===== config.mk =====
export PLATFORM = sky130hd
export DESIGN_NAME = serial_subtractor
export DESIGN_NICKNAME = d
export VERILOG_FILES = /design/src/rtl/serial_subtractor_pkg.sv /design/src/rtl/serial_subtractor_fullsubtractor.sv /design/src/rtl/serial_subtractor.sv
export SDC_FILE = /design/constraint.sdc
export NUM_CORES = 1
export LEC_CHECK = 0
export ABC_AREA = 1
export CORE_AREA = 2 2 51 53
export CTS_CLUSTER_DIAMETER = 200
export CTS_CLUSTER_SIZE = 16
export DETAILED_ROUTE_END_ITERATION = 8
export DIE_AREA = 0 0 53 55
export PLACE_DENSITY_LB_ADDON = 0.08
export SYNTH_ARGS = -nofsm -noshare
export SYNTH_HDL_FRONTEND = slang
export SYNTH_SLANG_ARGS = --single-unit

===== constraint.sdc =====
create_clock -name clk -period 1.6 [get_ports clk]
set_input_delay 0.48 -clock clk [delete_from_list [all_inputs] [get_ports clk]]
set_output_delay 0.48 -clock clk [all_outputs]
set_load 0.03 [all_outputs]

===== src/rtl/serial_subtractor_pkg.sv =====
// serial_subtractor_pkg: state encoding and counter sizing shared by the serial arithmetic blocks
package serial_subtractor_pkg;
  localparam logic [0:0] IDLE = 1'b0;
  localparam logic [0:0] RUN = 1'b1;
  function automatic int cnt_w(input int width);
    return $clog2(width) + 1;
  endfunction
endpackage


===== src/rtl/serial_subtractor_fullsubtractor.sv =====
// fullsubtractor: gate-level one-bit full subtractor cell, diff = a - b - bin
module fullsubtractor (
  input  logic a,
  input  logic b,
  input  logic bin,
  output logic diff,
  output logic bout
);
  logic axb;
  assign axb = a ^ b;
  assign diff = axb ^ bin;
  assign bout = (~a & b) | (~axb & bin);
endmodule


===== src/rtl/serial_subtractor.sv =====
// serial_subtractor: bit-serial LSB-first x - y - bi with start/ready/done handshake
module serial_subtractor
  import serial_subtractor_pkg::*;
#(
  parameter int WIDTH = 4
) (
  input  logic             clk,
  input  logic             rst,
  input  logic             start,
  input  logic [WIDTH-1:0] x,
  input  logic [WIDTH-1:0] y,
  input  logic             bi,
  output logic             ready,
  output logic [WIDTH-1:0] d,
  output logic             bo,
  output logic             done
);
  localparam int CNT_W = cnt_w(WIDTH);
  logic [0:0] state;
  logic [WIDTH-1:0] xs, ys;
  logic [WIDTH-2:0] rs;
  logic [CNT_W-1:0] cnt;
  logic borrow, dbit, nb;
  fullsubtractor u_fs (
    .a(xs[0]),
    .b(ys[0]),
    .bin(borrow),
    .diff(dbit),
    .bout(nb)
  );
  assign ready = (state == IDLE);
  always_ff @(posedge clk) begin
    if (rst) begin
      state <= IDLE;
      xs <= '0;
      ys <= '0;
      rs <= '0;
      cnt <= '0;
      borrow <= 1'b0;
      d <= '0;
      bo <= 1'b0;
      done <= 1'b0;
    end else begin
      done <= 1'b0;
      if (state == IDLE) begin
        if (start) begin
          xs <= x;
          ys <= y;
          borrow <= bi;
          cnt <= '0;
          state <= RUN;
        end
      end else begin
        xs <= xs >> 1;
        ys <= ys >> 1;
        rs <= (WIDTH-1)'({dbit, rs} >> 1);
        borrow <= nb;
        cnt <= cnt + 1'b1;
        if (cnt == CNT_W'(WIDTH - 1)) begin
          d <= {dbit, rs};
          bo <= nb;
          done <= 1'b1;
          state <= IDLE;
        end
      end
    end
  end
endmodule


* Word-level counts from Yosys, hierarchy flattened
Index checks and enable logic that the tools add are counted.
** Word-level totals
- Output and inout bits :: 7
- Register bits after elaboration :: 22
** Operators by class
- Eq/ne operators :: 1
- Bitwise operators :: 8
- $add $sub $neg :: 1
- Reduce and logical (&&, ||, !) cells :: 4
- Multiplexer cells :: 12
** Operators by type and width (count)
- two-way mux 3 bit :: 6
- two-way mux 1 bit :: 6
- OR reduction 2 bit :: 2
- adder 3 x 1 -> 3 bit, second input constant :: 1
- equality test 3 x 2 -> 1 bit, second input constant :: 1
- inverter 1 bit :: 3
- AND 1 bit :: 2
- AND reduction 2 bit :: 1
- nonzero test 2 bit :: 1
- XOR 1 bit :: 2
- OR 1 bit :: 1

* Logic depth before layout (Yosys ltp)
- Depth after elaboration :: 5
- Depth in mapped cells :: 7
- Gate-level depth less buffers :: 7

* By module
From an unflattened synthesis, not the netlist that was laid out.
** Unflattened totals
- Cells, all modules :: 124
- Area total of the unflattened synthesis :: 938.4 sq um
** By module, submodules not included
- serial_subtractor :: cells an instance 120, area an instance 907.1 sq um, times used 1
- fullsubtractor :: cells an instance 4, area an instance 31.3 sq um, times used 1

* Least setup slack after synthesis
Ideal clock, no wire load.
- Path kind :: register -> register
- Start point :: reg ys[0]
- End point :: reg rs[2]
- Buffers on the path :: 0
- Setup slack :: 0.481 ns
- Arrival :: 1.044 ns
- Clock period less this slack :: 1.119 ns
- Cell stages (with the launch flop) :: 5
- Cells stage by stage :: dfxtp_1 > inv_1 > fa_1 > inv_1 > o22ai_1
** Between the ends
- Cells in the longest elaborated chain, start to end :: 2
** Ends and longest elaborated chain
- start, declared :: line serial_subtractor.sv:20 : logic [WIDTH-1:0] xs, ys;
- start signal, assigned :: line serial_subtractor.sv:48 : ys <= y;
- start signal, assigned :: line serial_subtractor.sv:55 : ys <= ys >> 1;
- XOR 1 bit :: line serial_subtractor_fullsubtractor.sv:10 : assign axb = a ^ b;
- XOR 1 bit :: line serial_subtractor_fullsubtractor.sv:11 : assign diff = axb ^ bin;
- named net dbit :: line serial_subtractor.sv:23 : logic borrow, dbit, nb;
- end signal, assigned :: line serial_subtractor.sv:56 : rs <= (WIDTH-1)'({dbit, rs} >> 1);
- end, declared :: line serial_subtractor.sv:21 : logic [WIDTH-2:0] rs;
The timed path passes the listed nets, and every way through them passes these cells.
A chain may end at the register's enable or synchronous reset.

* Final worst setup path
- Start point :: reg d[3]
- End point :: out d[3]
** RTL lines
- start, declared :: line serial_subtractor.sv:14 : output logic [WIDTH-1:0] d,
- start signal, assigned :: line serial_subtractor.sv:60 : d <= {dbit, rs};
No word-level cell between the ends.

==> out/metrics.csv <==
metric,value,unit
run_status,"finished, final reports clean",
min_path_type,flop to flop,
num-nets-final,158,
netlist.top_cell.by_area,sky130_fd_sc_hd__dfxtp_1,
synth.ff_latch_count,22,
yosysWarnings,0,
first_global_vias,694,
synth_nets,132,
ios,19,
slew_viol_final,0,
maxCapViolCount,0,
fp.dieArea,2920,µm²
power_density,958,nW/µm²
dr_total_vias,803,
remaining_drc_errors,0,
setup_violations,0,
netSwitchingPower,0.259,mW
cts_num_sinks,22,
detail_route.wirelength.met1,887,µm
irDropWorstVdd,0.561,mV
design_power_total,1.15,mW
crit_path_top_delay_cell,sky130_fd_sc_hd__dlygate4sd2_1,
syn-mean-instance-area,7.87,µm²
start_kind,flop,
worst_ep_arrival_time,1070,ps
reg2reg_to,rs[2],
insertion_delay,310,ps
whs,466,ps
flow.area_growth_from_synthesis,30.2,%
grt_util_all_layers,0.150,
clk_pin_slew_worst_paths,130,ps
die_h,55,µm
grt_pass1_wl,3120,µm
hp-start,xs[3],
total_negative_setup_slacks,0,ps
critPathCaptureType,output port,
maxSlewHeadroom,0.802,
finalCoreUtilization,0.507,
cts_buffer_depth,2,
timing.critical_path.buf_inv,1,
placement_rows,18,
final_min_period,1550,ps
crit_required,1120,ps
worstReg2RegStart,ys[0],
hpwlAfterDp,1420,µm
reg2reg_slack,340,ps
path_class,flop to output port,
synth_sequential_area_ratio,0.478,
finalCritPeriodShare,0.966,
synthCells,117,
finalHoldViolCount,0,
post_route_cells_drive_above_1_share,0.120,
p_sw_frac,0.226,
dr.first_iter.drc_count,4,
dr_wl_met3,69,µm
yosys.area.top_type_share,0.478,
tightestPinTransition,298,ps
numPortBuffers,18,
power_frac_clock,0.371,
worst_clock_skew,3.15,ps
synth.cell_area,921,µm²
antenna_found_initial,0,
detailedRoute.firstPassIterationCount,4,
p_seq_frac,0.504,
core_area,2360,µm²
floorplan.initialDensity,0.389,
power.combinational.fraction,0.125,
tritoncts_clock_tree,yes,
dr.max_layer_used,met4,
die_width,53,µm
cts-buffers-inserted,3,
route.met2.wl,908,µm
lkg_pwr,0.586,nW
number_of_levels_in_the_clock_h_tree,1,
drt-vias-per-instance,4.67,
internal_power,0.889,mW
min_to,xs[3],
unrepaired_setup_endpoints_after_global_routing,false,
detail_route.wirelength,1880,µm
cts_hold_buffers,0,
critical-path-max-stage-delay,400,ps
cts.repair_timing.setup_buffer_count,0,
gp_congestion,0.732,
cp_cell_sequence,dlygate4sd2_1,
routedWlPerCell,10.9,µm
ff2ff_path_depth,4,
grt_start_max_net_pins,14,
ant_nets,0,
antenna-diode-count,0,
ys_types,17,
globalRouteOverflowTotal,0,
cts_root_buffer,sky130_fd_sc_hd__clkbuf_4,
worst_hold_path_depth,2,
achievable_frequency,0.647,GHz
crit_path_max_fanout,2,
worst_path_dominant_cell_family,buffers and inverters,
yosys-top-cells-area,"sky130_fd_sc_hd__dfxtp_1 (48%), sky130_fd_sc_hd__nand2_1 (11%), sky130_fd_sc_hd__nand3_1 (11%), sky130_fd_sc_hd__inv_1 (6.9%), sky130_fd_sc_hd__buf_6 (3.7%)",
[power groups by stage]
| stage | combinational (mW) | sequential [mW] | clock [mW] |
|---|---|---|---|
| after global placement | 0.143 | 0.591 | 0 |
| final | 0.144 | 0.578 | 0.426 |
| after CTS | 0.146 | 0.579 | 0.439 |
| after floorplan | 0.0857 | 0.590 | 0 |
| after detailed placement | 0.146 | 0.591 | 0 |
| after global routing | 0.159 | 0.581 | 0.460 |
[layout by cell type (no fill, tap or decap), types with 2 or more instances in the layout]
cell type and n:
sky130_fd_sc_hd__clkdlybuf4s15_1 2, sky130_fd_sc_hd__o22ai_1 3, sky130_fd_sc_hd__o21ai_0 5, sky130_fd_sc_hd__clkdlybuf4s50_1 11, sky130_fd_sc_hd__dlygate4sd2_1 5, sky130_fd_sc_hd__nand2_1 28, sky130_fd_sc_hd__dfxtp_1 22, sky130_fd_sc_hd__a21oi_1 4
sky130_fd_sc_hd__inv_1 17, sky130_fd_sc_hd__nor2_1 3, sky130_fd_sc_hd__clkbuf_4 3, sky130_fd_sc_hd__inv_2 2, sky130_fd_sc_hd__nand2_4 2, sky130_fd_sc_hd__ha_1 2, sky130_fd_sc_hd__buf_4 7, sky130_fd_sc_hd__nand3_1 21
[routing by layer]
layer / vias to the layer above / track usage
met1: 370 / 0.195
met3: 2 / 0.0349
met2: 13 / 0.240
li1: 418 / -
met4: 0 / 0.0641
met5: - / 0
[timing repair]
| item | CTS | global route |
|---|---|---|
| endpoints found under the hold margin | 0 | 0 |
| pin swaps | 0 | 0 |
| endpoints found under the setup margin | 7 | 2 |
| gates resized for setup | 7 | 2 |
[sequential cells by signal, summed over array words and instances (netlist names)]
signal / flops
bo: 1
borrow: 1
cnt: 3
d: 4
done: 1
rs: 3
state: 1
xs: 4
ys: 4
[final cells by class]
type	instances	area (µm²)
multi-input combinational	72	370
fill	242	1170
clock inverter	1	30.0
clock buffer	3	22.5
tap	30	37.5
sequential	22	440
inverter	19	71.3
timing repair buffer	25	226
[metrics by stage]
step / instances / instance area [µm²] / worst slack [ps]
after floorplan: 117 / 921 / 481
after global placement: 168 / 1150 / 53.9
after detailed placement: 168 / 1150 / 35.9
after CTS: 172 / 1200 / 25.2
after global routing: 172 / 1200 / 1.49
final: 172 / 1200 / 54.8
[logic make-up after synthesis]
kind of cell	synth area share
compound gates	0.0747
fa+ha+maj	0.0489
buf+inv	0.120
flops	0.478
simple gates	0.279
[synth_stat cells]
| cell | n |
|---|---|
| sky130_fd_sc_hd__a21oi_1 | 4 |
| sky130_fd_sc_hd__o21ai_0 | 5 |
| sky130_fd_sc_hd__nand3_1 | 21 |
| sky130_fd_sc_hd__nand2_4 | 2 |
| sky130_fd_sc_hd__buf_6 | 3 |
| sky130_fd_sc_hd__inv_1 | 17 |
| sky130_fd_sc_hd__nor2_2 | 1 |
| sky130_fd_sc_hd__inv_2 | 2 |
| sky130_fd_sc_hd__o21ai_1 | 1 |
| sky130_fd_sc_hd__buf_2 | 1 |
| sky130_fd_sc_hd__fa_1 | 1 |
| sky130_fd_sc_hd__dfxtp_1 | 22 |
| sky130_fd_sc_hd__nand2_1 | 28 |
| sky130_fd_sc_hd__ha_1 | 2 |
| sky130_fd_sc_hd__o22ai_1 | 3 |
| sky130_fd_sc_hd__nand2_2 | 1 |
| sky130_fd_sc_hd__nor2_1 | 3 |
[how the worst max path moves through the flow]
stage	end	cells past startpoint	slack, ps	from
2_1_floorplan	rs[2]	4	480	ys[0]
3_3_place_gp	ys[2]	7	50	start
3_5_place_dp	d[2]	4	40	rst
4_1_cts	ready	2	30	state
5_1_grt	d[3]	1	1	d[3]
6_report	d[3]	1	50	d[3]
Power figures use the tool's default switching activity.
